[config.mk]
export PLATFORM = sky130hd
export DESIGN_NAME = wb_regfile
export DESIGN_NICKNAME = d
export VERILOG_FILES = /design/src/rtl/wb_regfile.sv
export SDC_FILE = /design/constraint.sdc
export NUM_CORES = 2
export LEC_CHECK = 0
export ABC_CLOCK_PERIOD_IN_PS = 3100
export BUFFER_PORTS_ARGS = -buffer_cell sky130_fd_sc_hd__clkbuf_2
export CORE_MARGIN = 1
export CORE_UTILIZATION = 35
export DETAILED_ROUTE_END_ITERATION = 10
export MAX_ROUTING_LAYER = met4
export PLACE_DENSITY_LB_ADDON = 0.1
export SYNTH_ARGS = -nofsm -noshare
export SYNTH_HDL_FRONTEND = slang
export SYNTH_SLANG_ARGS = --single-unit
[constraint.sdc]
create_clock -name clk -period 3.1 [get_ports clk]
set_input_delay 0.31 -clock clk [delete_from_list [all_inputs] [get_ports clk]]
set_output_delay 0.31 -clock clk [all_outputs]
set_load 0.02 [all_outputs]
[src/rtl/wb_regfile.sv]
// rtl/wb_regfile.sv - MIPS writeback register file: 32 GPRs plus HI/LO, with same-cycle write-to-read bypass
// Two combinational GPR read ports and a HI/LO read port; GPR[0] is hardwired to zero.
module wb_regfile #(
   parameter int REG_ADDR_WIDTH = 5,
   parameter int REG_DATA_WIDTH = 32,
   parameter int REG_NUM        = 32
) (
   input  logic                      clk,
   input  logic                      rst_n,
   input  logic [REG_ADDR_WIDTH-1:0] w_reg_addr_in,
   input  logic [REG_DATA_WIDTH-1:0] w_reg_data_in,
   input  logic                      w_reg_en_in,
   input  logic [REG_DATA_WIDTH-1:0] hi_regs_in,
   input  logic [REG_DATA_WIDTH-1:0] lo_regs_in,
   input  logic                      hilo_wen_in,
   input  logic                      r1_en,
   input  logic [REG_ADDR_WIDTH-1:0] r1_addr,
   output logic [REG_DATA_WIDTH-1:0] r1_data,
   input  logic                      r2_en,
   input  logic [REG_ADDR_WIDTH-1:0] r2_addr,
   output logic [REG_DATA_WIDTH-1:0] r2_data,
   output logic [REG_DATA_WIDTH-1:0] hi_data_out,
   output logic [REG_DATA_WIDTH-1:0] lo_data_out
);

   logic [REG_DATA_WIDTH-1:0] r_gpr [REG_NUM];
   logic [REG_DATA_WIDTH-1:0] r_hi;
   logic [REG_DATA_WIDTH-1:0] r_lo;
   logic                      w_gpr_wr;

   // Index 0 is never committed, so r_gpr[0] stays at its reset value of zero.
   assign w_gpr_wr = w_reg_en_in && (w_reg_addr_in != '0);

   always_ff @(posedge clk or negedge rst_n) begin
      if (!rst_n) begin
         for (int i = 0; i < REG_NUM; i++) begin
            r_gpr[i] <= '0;
         end
      end else if (w_gpr_wr) begin
         r_gpr[w_reg_addr_in] <= w_reg_data_in;
      end
   end

   always_ff @(posedge clk or negedge rst_n) begin
      if (!rst_n) begin
         r_hi <= '0;
         r_lo <= '0;
      end else if (hilo_wen_in) begin
         r_hi <= hi_regs_in;
         r_lo <= lo_regs_in;
      end
   end

   // Read priority: reset, disabled port, index 0, same-cycle bypass, stored value.
   always_comb begin
      r1_data = '0;
      if (!rst_n || !r1_en || (r1_addr == '0)) begin
         r1_data = '0;
      end else if (w_reg_en_in && (w_reg_addr_in == r1_addr)) begin
         r1_data = w_reg_data_in;
      end else begin
         r1_data = r_gpr[r1_addr];
      end
   end

   always_comb begin
      r2_data = '0;
      if (!rst_n || !r2_en || (r2_addr == '0)) begin
         r2_data = '0;
      end else if (w_reg_en_in && (w_reg_addr_in == r2_addr)) begin
         r2_data = w_reg_data_in;
      end else begin
         r2_data = r_gpr[r2_addr];
      end
   end

   always_comb begin
      hi_data_out = '0;
      lo_data_out = '0;
      if (!rst_n) begin
         hi_data_out = '0;
         lo_data_out = '0;
      end else if (hilo_wen_in) begin
         hi_data_out = hi_regs_in;
         lo_data_out = lo_regs_in;
      end else begin
         hi_data_out = r_hi;
         lo_data_out = r_lo;
      end
   end

endmodule

[Word level (Yosys, flattened, before mapping)]
Index checks and enable logic that the tools add are counted.
Word-level totals
  register bits: 1088
  output and inout port bits: 128
  logic and storage cells: 74
Cells by class
  order comparisons: 4
  equality and inequality tests: 2
  multiplexer cells: 17
  bitwise operators: 3
  reduce and logical (&&, ||, !) cells: 14
Operators by type and width (count)
  $bwmux W1024: 1
  $mux W32: 13
  $bmux W32 S5: 2
  $demux W32 S5: 1
  $ge A6 B6 Y1 const B: 3
  $not A5 Y6: 3
  $eq A5 B5 Y1: 2
  $logic_not A5 Y1: 2
  $lt A6 B1 Y1 const B: 1
  $reduce_bool A5 Y1: 1
  $logic_and A1 B1 Y1: 4
  $logic_or A1 B1 Y1: 4
  $logic_not A1 Y1: 3

[Logic depth before layout (Yosys ltp)]
  word-level depth: 6
  mapped depth: 9
  depth with buffers taken out: 5

[Worst setup path after synthesis]
OpenSTA, ideal clock, no wires.
  path type: input to output
  start point: input port r1_addr[0]
  end point: output port r1_data[30]
  data arrival time: 2.031 ns
  data required time: 2.790 ns
  setup slack: 0.759 ns
  stages: 7
  cell sequence: buf_4 buf_4 buf_2 mux4_2 a22oi_1 nand2_1 a32o_1
Between the ends
  longest elaborated chain between the ends: 6
  elaborated cells on any way between the ends: 10
  those cells by class: eq/ne: 1; mux: 5; bitwise: 1; reduce/logical: 3
RTL lines
  start: declaration: line 17  | input logic [REG_ADDR_WIDTH-1:0] r1_addr,
  $not A5 Y6 (implied by the code): line 62  | r1_data = r_gpr[r1_addr];
  $bmux W32 S5: line 62
  $mux W32 (implied by the code) (2 in a row): line 62
  $mux W32: line 59  | end else if (w_reg_en_in && (w_reg_addr_in == r1_addr)) begin
  $mux W32 *: line 57  | if (!rst_n || !r1_en || (r1_addr == '0)) begin
  end: declaration: line 18  | output logic [REG_DATA_WIDTH-1:0] r1_data,
Mark *: on every way between the ends. The rest lies on a longest branch, timed or not. The select of a mux whose other input is x is not followed.

[Worst setup path in the final report]
  start point: register r_gpr[595] (netlist bit)
  end point: output port r1_data[19]
Between the ends
  longest elaborated chain between the ends: 5
RTL lines
  start: declaration: line 26  | logic [REG_DATA_WIDTH-1:0] r_gpr [REG_NUM];
  start signal: indexed assignment: line 40  | r_gpr[w_reg_addr_in] <= w_reg_data_in;
  $bmux W32 S5: line 62
  $mux W32 (implied by the code) (2 in a row): line 62
  $mux W32: line 59
  $mux W32: line 57
No other way between the ends. The select of a mux whose other input is x is not followed.

==> metrics.cfg <==
[timing]
hold_viol_final = 0
maxSlewViolCount = 0
worstMarginPinSlew_ns = 1.27
timing.fmax_mhz = 314
timing.final.ws_setup_ns = -0.0883
period_share_pct = 103
post-route-min-period_ns = 3.19
slew_headroom_pct = 15.2
fin_hold_ws_ns = 0.0517
rsz0062_at_grt = yes
fin_worst_skew_ns = 0
setup_viol = 2
tns_ns = -0.170

[setup_path]
critPathTopFamily = multiplexers
critical_path.max_stage_delay_ns = 0.46
worstSetupStartpointType = register
critPathBufInv = 1
end_kind = primary output
r2r-end = r_gpr[783]
crit_end = r1_data[19]
rrSetupSlack_ns = 2.14
cpMaxStageDelayCell = mux4_2
cp.required_ns = 2.79
timing.rr.start = r_gpr[783]
reg2reg_depth = 2
critPathKind = register to primary output
arrival_ns = 2.88
cp_cell_sequence = mux4_2 > mux2_2 > or4_4 > a22oi_2 > o2bb2ai_4 > buf_8
cp-startpoint = r_gpr[595]
path_depth = 6
worst-path-max-fanout = 3

[die]
start_util_pct = 35.4
num_rows = 148
dieArea_sq_mm = 0.167
die_y_microns = 408
io_pins = 245
core_area_sq_mm = 0.163
fp.dieW_microns = 408

[clock_network]
cts_made_buffers = 136
cts.clk_slew.worst_paths_ns = 0.05
clk_latency_ns = 0.79
numClockSinks = 1088
clock_path_buffers = 3
cts_tree = done
cts-root-buf = clkbuf_16
cts_max_level = 4

[synth]
syn_area_per_cell_sq_um = 14.8
synth_edf_count = 0
synth_seq_cells = 1088
syn_nets = 4031
netlist_area_sq_mm = 0.0578
synthCells = 3914
yosysWarnings = 0
postSynth.asyncResetShare_pct = 100
synth.distinct_cells = 46
yosysSeqAreaShare_pct = 47.1
synthFlopType = dfrtp_1

[routing]
drt_iter0_drc = 3108
first_pass_iters = 7
vias_per_cell = 5.93
ant_nets = 0
drt-wirelength-per-cell_microns = 33.7
drc = 0
vias = 38400
routed_wl_mm = 218

[grt]
grt_pass1_wl_mm = 315
gr-total-overflow = 0
grt_max_degree = 154
antenna_found_initial = 22
grt_pass1_vias = 40100
globalRouteTotalUtil_pct = 27.1

[cells_and_area]
drive_gt1_share_pct = 46.2
fillers = 15100
syn_to_final_growth_pct = 19.6
fin_area_sq_mm = 0.0691
final_nets = 4312
finalNonFillerCells = 6481
final_core_util_pct = 42.3

[placement]
place_ws_ns = -0.104
place.gp.congestion = 0.802
placed_area_sq_mm = 0.0634
dp_cells = 6159
portBuffers = 244
dp_hpwl_mm = 137

[power_and_ir_drop]
power_density_mw_per_mm2 = 630
leakage_nw = 30.4
power_mw = 43.5
ir_worst_vdd_mv = 0.603

[hold_path]
hold_path_class = primary input to register

[status]
violations = setup timing
status = finished, violations left

[flow_run]
cap_violations = 0

-- where the power goes --
group	switching [mW]	total [mW]	internal (mW)	leakage (nW)
clock	6.54	16.3	9.72	2.23
sequential	1.96	18.8	16.8	13.9
combinational	3.60	8.49	4.89	14.3
total	12.1	43.5	31.4	30.4
-- kinds of logic after synthesis --
kind of cell / share of synthesized area, %
and+or+nand+nor: 2.38
xor gates and xnor gates: 0.152
DFF: 47.1
buffers and inverters: 3.49
muxes: 41.5
AOI/OAI and AO/OA: 5.36
-- worst min-delay path by stage --
stage | start | end | slack (ns) | cells after the start
2_1_floorplan | rst_n | r_gpr[0] | 0.01 | 0
3_3_place_gp | r_gpr[996] | r_gpr[996] | 0.38 | 0
3_5_place_dp | r_gpr[1002] | r_gpr[1002] | 0.38 | 0
4_1_cts | rst_n | r_lo[27] | 0.03 | 3
5_1_grt | w_reg_data_in[0] | r_gpr[640] | 0.07 | 2
6_report | w_reg_data_in[0] | r_gpr[672] | 0.05 | 2
-- placed cells by master, fill, tap and decap left out, types with 97 or more instances in the layout --
master	count
clkbuf_16	145
buf_12	97
buf_4	184
a211oi_1	130
mux2i_1	203
clkbuf_2	218
mux2_1	361
dfrtp_1	1088
mux4_2	438
mux2_2	710
-- flip-flops by register name, summed over array words and instances (netlist names) --
register / cells
r_hi: 32
r_gpr: 1024
r_lo: 32
-- layout make-up --
class | instances | area, sq um | area share, %
clock inverters | 31 | 357 | 0.516
clock buffers | 207 | 4160 | 6.02
repair buffers | 594 | 5470 | 7.91
diodes | 11 | 27.5 | 0.0398
flip-flops and latches | 1088 | 27200 | 39.4
multi-input cells | 2374 | 29200 | 42.2
inverters | 1 | 3.75 | 0.00543
well taps | 2175 | 2720 | 3.94
-- timing repair --
action	in CTS	in global routing
setup endpoints to repair	26	30
endpoints found under the hold margin	166	0
pin swaps	19	23
resized for setup	44	69
buffers inserted	3	0
hold buffers	74	0
cloned	0	0
-- routing by layer --
metal | routed length, microns | vias up | track usage (%)
li1 | - | 15800 | -
met3 | 11600 | 309 | 3.97
met1 | 98400 | 21300 | 37.4
met5 | 0 | - | -
met4 | 5130 | 0 | 6.97
met2 | 103000 | 1098 | 41.9
-- Yosys cell counts (all sizes together), types with 10 or more instances --
| cell | number | area [sq um] |
|---|---|---|
| buf | 225 | 1160 |
| a22o | 38 | 333 |
| mux4 | 438 | 9860 |
| a21oi | 23 | 115 |
| nand3 | 10 | 50.1 |
| and2 | 65 | 407 |
| a211o | 33 | 289 |
| nand2 | 40 | 150 |
| mux2i | 205 | 2050 |
| a211oi | 166 | 1250 |
| dfrtp | 1088 | 27200 |
| mux2 | 1071 | 12100 |
| a31oi | 10 | 62.6 |
| nor2 | 21 | 78.8 |
| o22ai | 34 | 213 |
| nor2b | 66 | 413 |
| clkbuf | 226 | 848 |
| o221ai | 27 | 236 |
| a22oi | 44 | 330 |
(Power assumes the default switching activity.)
